`src/rtl/system_state_if.sv`:
```
// Sensor/status bundle between the system state classifier and its environment.
// The master side drives the run request and samples; the slave side reports the state.
interface system_state_if #(
  parameter int DATA_W = 12
);
  logic              enable;
  logic              sensor_valid;
  logic [DATA_W-1:0] sensor_value;
  logic              fault_clear;
  logic [1:0]        system_state;
  logic              state_changed;
  logic [1:0]        fault_cause;

  modport master (
    output enable, sensor_valid, sensor_value, fault_clear,
    input  system_state, state_changed, fault_cause
  );

  modport slave (
    input  enable, sensor_valid, sensor_value, fault_clear,
    output system_state, state_changed, fault_cause
  );
endinterface

```
`src/rtl/system_state_fsm.sv`:
```
// Classifies sensor samples into IDLE/NORMAL/WARNING/FAULT with persistence,
// recovery hysteresis, a latched FAULT and a missing-sample watchdog.
module system_state_fsm #(
  parameter int DATA_W   = 12,
  parameter int WARN_TH  = 2048,
  parameter int FAULT_TH = 3072,
  parameter int HYST     = 128,
  parameter int PERSIST  = 3,
  parameter int TIMEOUT  = 1000
) (
  input logic           clk,
  input logic           reset,
  system_state_if.slave bus
);

  localparam int CNT_W = (PERSIST > 0) ? $clog2(PERSIST + 1) : 1;
  localparam int WD_W  = (TIMEOUT > 0) ? $clog2(TIMEOUT + 1) : 1;

  localparam logic [DATA_W:0]  FAULT_L   = (DATA_W+1)'(FAULT_TH);
  localparam logic [DATA_W:0]  WARN_L    = (DATA_W+1)'(WARN_TH);
  localparam logic [DATA_W:0]  OK_L      = (DATA_W+1)'(WARN_TH - HYST);
  localparam logic [CNT_W-1:0] PERSIST_L = CNT_W'(PERSIST);
  localparam logic [WD_W-1:0]  WD_LAST   = WD_W'(TIMEOUT > 0 ? TIMEOUT - 1 : 0);

  typedef enum logic [1:0] {
    S_IDLE    = 2'b00,
    S_NORMAL  = 2'b01,
    S_WARNING = 2'b10,
    S_FAULT   = 2'b11
  } state_t;

  typedef enum logic [1:0] {
    CAUSE_NONE  = 2'b00,
    CAUSE_THRESH = 2'b01,
    CAUSE_WDOG  = 2'b10
  } cause_t;

  state_t            state, state_n;
  state_t            cand, cand_n;   // S_IDLE doubles as "no candidate"
  logic [CNT_W-1:0]  cnt, cnt_n;
  logic [WD_W-1:0]   wd_cnt, wd_n;
  cause_t            cause, cause_n;
  logic              changed;

  state_t            target;
  logic [CNT_W-1:0]  cnt_inc;
  logic [DATA_W:0]   value_ext;

  assign value_ext = {1'b0, bus.sensor_value};

  always_ff @(posedge clk or posedge reset) begin
    if (reset) begin
      state   <= S_IDLE;
      cand    <= S_IDLE;
      cnt     <= '0;
      wd_cnt  <= '0;
      cause   <= CAUSE_NONE;
      changed <= 1'b0;
    end else begin
      state   <= state_n;
      cand    <= cand_n;
      cnt     <= cnt_n;
      wd_cnt  <= wd_n;
      cause   <= cause_n;
      changed <= (state_n != state);
    end
  end

  always_comb begin
    state_n = state;
    cand_n  = cand;
    cnt_n   = cnt;
    wd_n    = wd_cnt;
    cause_n = cause;
    target  = S_IDLE;
    cnt_inc = '0;

    case (state)
      S_IDLE: begin
        cand_n = S_IDLE;
        cnt_n  = '0;
        wd_n   = '0;
        if (bus.enable) state_n = S_NORMAL;
      end

      S_FAULT: begin
        cand_n = S_IDLE;
        cnt_n  = '0;
        wd_n   = '0;
        if (bus.fault_clear) begin
          state_n = S_IDLE;
          cause_n = CAUSE_NONE;
        end
      end

      default: begin
        if (!bus.enable) begin
          state_n = S_IDLE;
          cand_n  = S_IDLE;
          cnt_n   = '0;
          wd_n    = '0;
        end else if (!bus.sensor_valid) begin
          // A gap only ages the watchdog; the persistence count survives it
          if (TIMEOUT > 0) begin
            if (wd_cnt == WD_LAST) begin
              state_n = S_FAULT;
              cause_n = CAUSE_WDOG;
              cand_n  = S_IDLE;
              cnt_n   = '0;
              wd_n    = '0;
            end else begin
              wd_n = wd_cnt + 1'b1;
            end
          end
        end else begin
          wd_n = '0;
          if (value_ext >= FAULT_L)
            target = S_FAULT;
          else if (value_ext >= WARN_L)
            target = (state == S_NORMAL) ? S_WARNING : S_IDLE;
          else if (value_ext < OK_L)
            target = (state == S_WARNING) ? S_NORMAL : S_IDLE;
          else
            target = S_IDLE;

          if (target == S_IDLE) begin
            cnt_n = '0;
          end else begin
            if (target == cand) begin
              cnt_inc = cnt + 1'b1;
            end else begin
              cand_n  = target;
              cnt_inc = CNT_W'(1);
            end
            cnt_n = cnt_inc;
            if (cnt_inc == PERSIST_L) begin
              state_n = target;
              cnt_n   = '0;
              if (target == S_FAULT) cause_n = CAUSE_THRESH;
            end
          end
        end
      end
    endcase
  end

  assign bus.system_state  = state;
  assign bus.state_changed = changed;
  assign bus.fault_cause   = cause;

endmodule

```
`src/flat_wrapper.sv`:
```
// flat-port wrapper written by rule: the top's interface ports become plain ports
module system_state_fsm_flat 
#(
  parameter int DATA_W   = 12,
  parameter int WARN_TH  = 2048,
  parameter int FAULT_TH = 3072,
  parameter int HYST     = 128,
  parameter int PERSIST  = 3,
  parameter int TIMEOUT  = 1000
)
  (clk, reset, bus_enable, bus_sensor_valid, bus_sensor_value, bus_fault_clear, bus_system_state, bus_state_changed, bus_fault_cause);
  system_state_if #(.DATA_W(DATA_W)) bus_i ();
  input logic clk;
  input logic reset;
  input wire logic [$bits(bus_i.enable)-1:0] bus_enable;
  input wire logic [$bits(bus_i.sensor_valid)-1:0] bus_sensor_valid;
  input wire logic [$bits(bus_i.sensor_value)-1:0] bus_sensor_value;
  input wire logic [$bits(bus_i.fault_clear)-1:0] bus_fault_clear;
  output wire logic [$bits(bus_i.system_state)-1:0] bus_system_state;
  output wire logic [$bits(bus_i.state_changed)-1:0] bus_state_changed;
  output wire logic [$bits(bus_i.fault_cause)-1:0] bus_fault_cause;
  assign bus_i.enable = bus_enable;
  assign bus_i.sensor_valid = bus_sensor_valid;
  assign bus_i.sensor_value = bus_sensor_value;
  assign bus_i.fault_clear = bus_fault_clear;
  assign bus_system_state = bus_i.system_state;
  assign bus_state_changed = bus_i.state_changed;
  assign bus_fault_cause = bus_i.fault_cause;
  system_state_fsm #(.DATA_W(DATA_W), .WARN_TH(WARN_TH), .FAULT_TH(FAULT_TH), .HYST(HYST), .PERSIST(PERSIST), .TIMEOUT(TIMEOUT)) u_core (.clk(clk), .reset(reset), .bus(bus_i));
endmodule
```
`config.mk`:
```
export PLATFORM = sky130hd
export DESIGN_NAME = system_state_fsm_flat
export DESIGN_NICKNAME = d
export VERILOG_FILES = /design/src/rtl/system_state_if.sv /design/src/rtl/system_state_fsm.sv /design/src/flat_wrapper.sv
export SDC_FILE = /design/constraint.sdc
export NUM_CORES = 1
export LEC_CHECK = 0
export CORE_ASPECT_RATIO = 1.4
export CORE_MARGIN = 10
export CORE_UTILIZATION = 61
export CTS_CLUSTER_DIAMETER = 120
export DETAILED_ROUTE_END_ITERATION = 10
export DONT_BUFFER_PORTS = 1
export PLACE_DENSITY = 0.77
export SYNTH_ARGS = -nofsm -noshare
export SYNTH_HDL_FRONTEND = slang
export SYNTH_SLANG_ARGS = --single-unit
export TNS_END_PERCENT = 10
```
`constraint.sdc`:
```
create_clock -name clk -period 4.26 [get_ports clk]
set_input_delay 0.852 -clock clk [delete_from_list [all_inputs] [get_ports clk]]
set_output_delay 0.852 -clock clk [all_outputs]
set_load 0.005 [all_outputs]
```
==> run_results.csv <==
group,metric,value,unit
outcome,status,"finished, final reports clean",
synthesis,postSynthAreaPerCell,8.97,µm²
timing,slew_violations,0,
timing,setup_viol,0,
global_routing,use_met3,2.93,%
routing,dr.pass1.iters,5,
worst_setup_path,crit_path_max_incr_delay,0.54,ns
worst_setup_path,cp.required,4.49,ns
placement,dpl.cell_count,156,
timing,worst_slack,2.10,ns
routing,drc,0,
global_routing,globalRouteMet2Util,22.5,%
global_routing,grt_pass1_vias,996,
clock_tree,numClockSinks,19,
placement,pre_cts_ws,2.11,ns
worst_hold_path,min_from,"u_core.wd_cnt[0]",
timing,post-route-period-util,50.7,%
worst_setup_path,slowest_stage,"dfrtp_1",
clock_tree,clockRootBuffer,"clkbuf_4",
global_routing,antenna_found_initial,0,
worst_setup_path,cp.arrival,2.40,ns
placement,gp_congestion,0.886,
clock_tree,cts_buffers,3,
floorplan,die_y,73.3,µm
clock_tree,hold_buffers,0,
floorplan,rows,19,
worst_hold_path,worstHoldPathCells,1,
synthesis,synth-edff-count,0,
layout,final_common_cell,"dfrtp_1",
placement,hpwl,2050,µm
worst_setup_path,path_buf_inv,1,
worst_hold_path,hold_path_end,"u_core.wd_cnt[0]",
synthesis,syn-num-nets,160,
global_routing,overflow,0,
clock_tree,clk_latency,0.29,ns
layout,seq_area,475,µm²
global_routing,met1_usage,13.6,%
layout,n_fill_cell,170,
global_routing,busiest_layer,"met2",
synthesis,synthArstFlopShare,100,%
worst_setup_path,crit_chain,"inv_1, ha_1, nand2_1, nor2_1, nand2_1, nor2_1, a41o_1",
timing,period_needed,2.16,ns
worst_setup_path,critical_path_class,"reg -> reg",
routing,viasPerCell,6.54,
placement,port_buffers,0,
clock_tree,cts_tree,"yes",
synthesis,yosysSeqAreaShare,38.4,%
synthesis,ys_warn_count,0,
routing,ant_nets,0,
floorplan,ios,22,
layout,layout_common_cells,"dfrtp_1, nor2_1, nand2_1, o21ai_0, inv_1",
synthesis,synthesis.area,1240,µm²
floorplan,die-area,4260,µm²
power,p_per_area,340,nW/µm²
layout,area_delta_synth_final,2.33,%
worst_setup_path,startpoint_type,"register",
synthesis,synth_cell_types,47,
timing,rsz0062_at_grt,"no",
floorplan,die_w,58.1,µm
routing,wl_per_cell,16.4,µm
layout,nNetsFinal,162,
worst_setup_path,cp-end-kind,"register",
clock_tree,clock_path_buffers,2,
global_routing,grt_usage,12.6,%
clock_tree,path_clk_slew,0.10,ns
power,ir_worst_vdd,0.268,mV
synthesis,synth_flop_cell,"dfrtp_1",
worst_setup_path,worstPathMaxFanout,12,
timing,worst_pin_slew,0.693,ns
layout,n_antenna_cell,0,
worst_hold_path,min_path_type,"reg -> reg",
floorplan,start_util,63.5,%
job,maxCapViolations,0,
power,leakage,0.000564,µW
routing,drt_iter0_markers,28,
worst_setup_path,crit_family,"simple AND/OR/NAND/NOR gates",
synthesis,synth.ff_latch_count,19,
timing,hold_viol_final,0,
timing,slew_headroom,53.8,%
layout,multi_input_area,708,µm²
timing,setup_tns,0,ns
clock_tree,post_cts_buffers,0,
synthesis,synthCells,138,
timing,fmax,463,MHz
worst_setup_path,r2r_end,"u_core.cnt[1]",
layout,layout-drive-gt1-share,7.91,%
clock_tree,cts_resized,0,
floorplan,core_area,1950,µm²
worst_setup_path,crit_start,"u_core.bus.system_state[0]",
routing,finalWirelength,2620,µm
worst_setup_path,timing.rr.start,"u_core.bus.system_state[0]",
global_routing,grt_pass1_wl,4360,µm
worst_setup_path,r2r_cells,7,
timing,clock_skew,0.00189,ns
clock_tree,htreeDepth,1,
global_routing,grt_max_degree,20,
worst_setup_path,reg2reg_slack,2.10,ns
layout,fin_util,65.0,%
layout,layout.cells.non_filler,160,
routing,vias,1046,
==> per-stage QoR <==
| stage | power (µW) | hold slack (ns) | area (µm²) |
|---|---|---|---|
| 2_1_floorplan | 316 | 0.452 | 1240 |
| 3_3_place_gp | 337 | 0.483 | 1240 |
| 3_5_place_dp | 343 | 0.500 | 1240 |
| 4_1_cts | 430 | 0.514 | 1270 |
| 5_1_grt | 457 | 0.535 | 1270 |
| 6_report | 430 | 0.514 | 1270 |
==> how the worst max path moves through the flow <==
stage	to	slack [ns]	depth (start not counted)
after CTS	u_core.cnt[1]	2.08	7
after detailed placement	u_core.cnt[1]	2.11	7
after global placement	u_core.cand[0]	2.15	7
after global routing	u_core.cnt[1]	1.84	7
after floorplan	u_core.bus.state_changed	2.34	5
final	u_core.cnt[1]	2.10	7
==> Yosys cell counts, drive strengths merged (2+ instances only) <==
library cell,n,area (µm²)
dfrtp,19,475
nor2,18,67.6
nand2,9,33.8
o21ai,9,45.0
inv,8,30.0
a21oi,6,30.0
and3,6,40.0
ha,5,62.6
nand3,5,25.0
nand2b,4,32.5
xnor2,4,35.0
xor2,4,35.0
buf,3,23.8
nand4,3,25.0
a31oi,2,12.5
a32oi,2,17.5
and2,2,12.5
nor3,2,10.0
nor3b,2,15.0
o22a,2,17.5
o2bb2ai,2,17.5
or3,2,13.8
or4,2,16.3
==> registers in the layout, indices dropped and copies added (netlist names) <==
signal                    cells
u_core.wd_cnt                10
u_core.cnt                    2
u_core.bus.system_state       2
u_core.bus.fault_cause        2
u_core.cand                   2
u_core.bus.state_changed      1
==> per-layer routing <==
| metal | up-vias | part of all wire (%) |
|---|---|---|
| met5 | - | 0 |
| met4 | 0 | 2.5 |
| met3 | 7 | 4.5 |
| met2 | 34 | 51 |
| met1 | 497 | 42 |
| li1 | 508 | - |
==> final cells by class <==
cell class	count	share of cell area [%]
multi-input cells	108	55.9
flip-flops and latches	19	37.5
inverters	8	2.37
clock buffers	4	2.08
well taps	21	2.08
==> cells by family (layout without fill, tap and decap cells) <==
logic type / Yosys count / after routing / share of synthesized area, %
buffers and inverters: 11 / 12 / 4.35
AND/OR/NAND/NOR: 59 / 59 / 26.2
flip-flops: 19 / 19 / 38.4
XOR/XNOR: 8 / 8 / 5.66
adder cells (fa/ha/maj): 5 / 5 / 5.06
AO/OA/AOI/OAI: 36 / 36 / 20.3
==> worst register-to-register path, stage by stage (launching register included) <==
cell and delay (ns):
dfrtp_1 0.54, inv_1 0.15, ha_1 0.42, nand2_1 0.19, nor2_1 0.20, nand2_1 0.28
nor2_1 0.20, a41o_1 0.12
==> report_power, final <==
group          internal (µW)  switching, µW
Clock                   36.4           52.5
Sequential               193           20.3
Combinational           48.2           79.6
(Power assumes the default switching activity.)
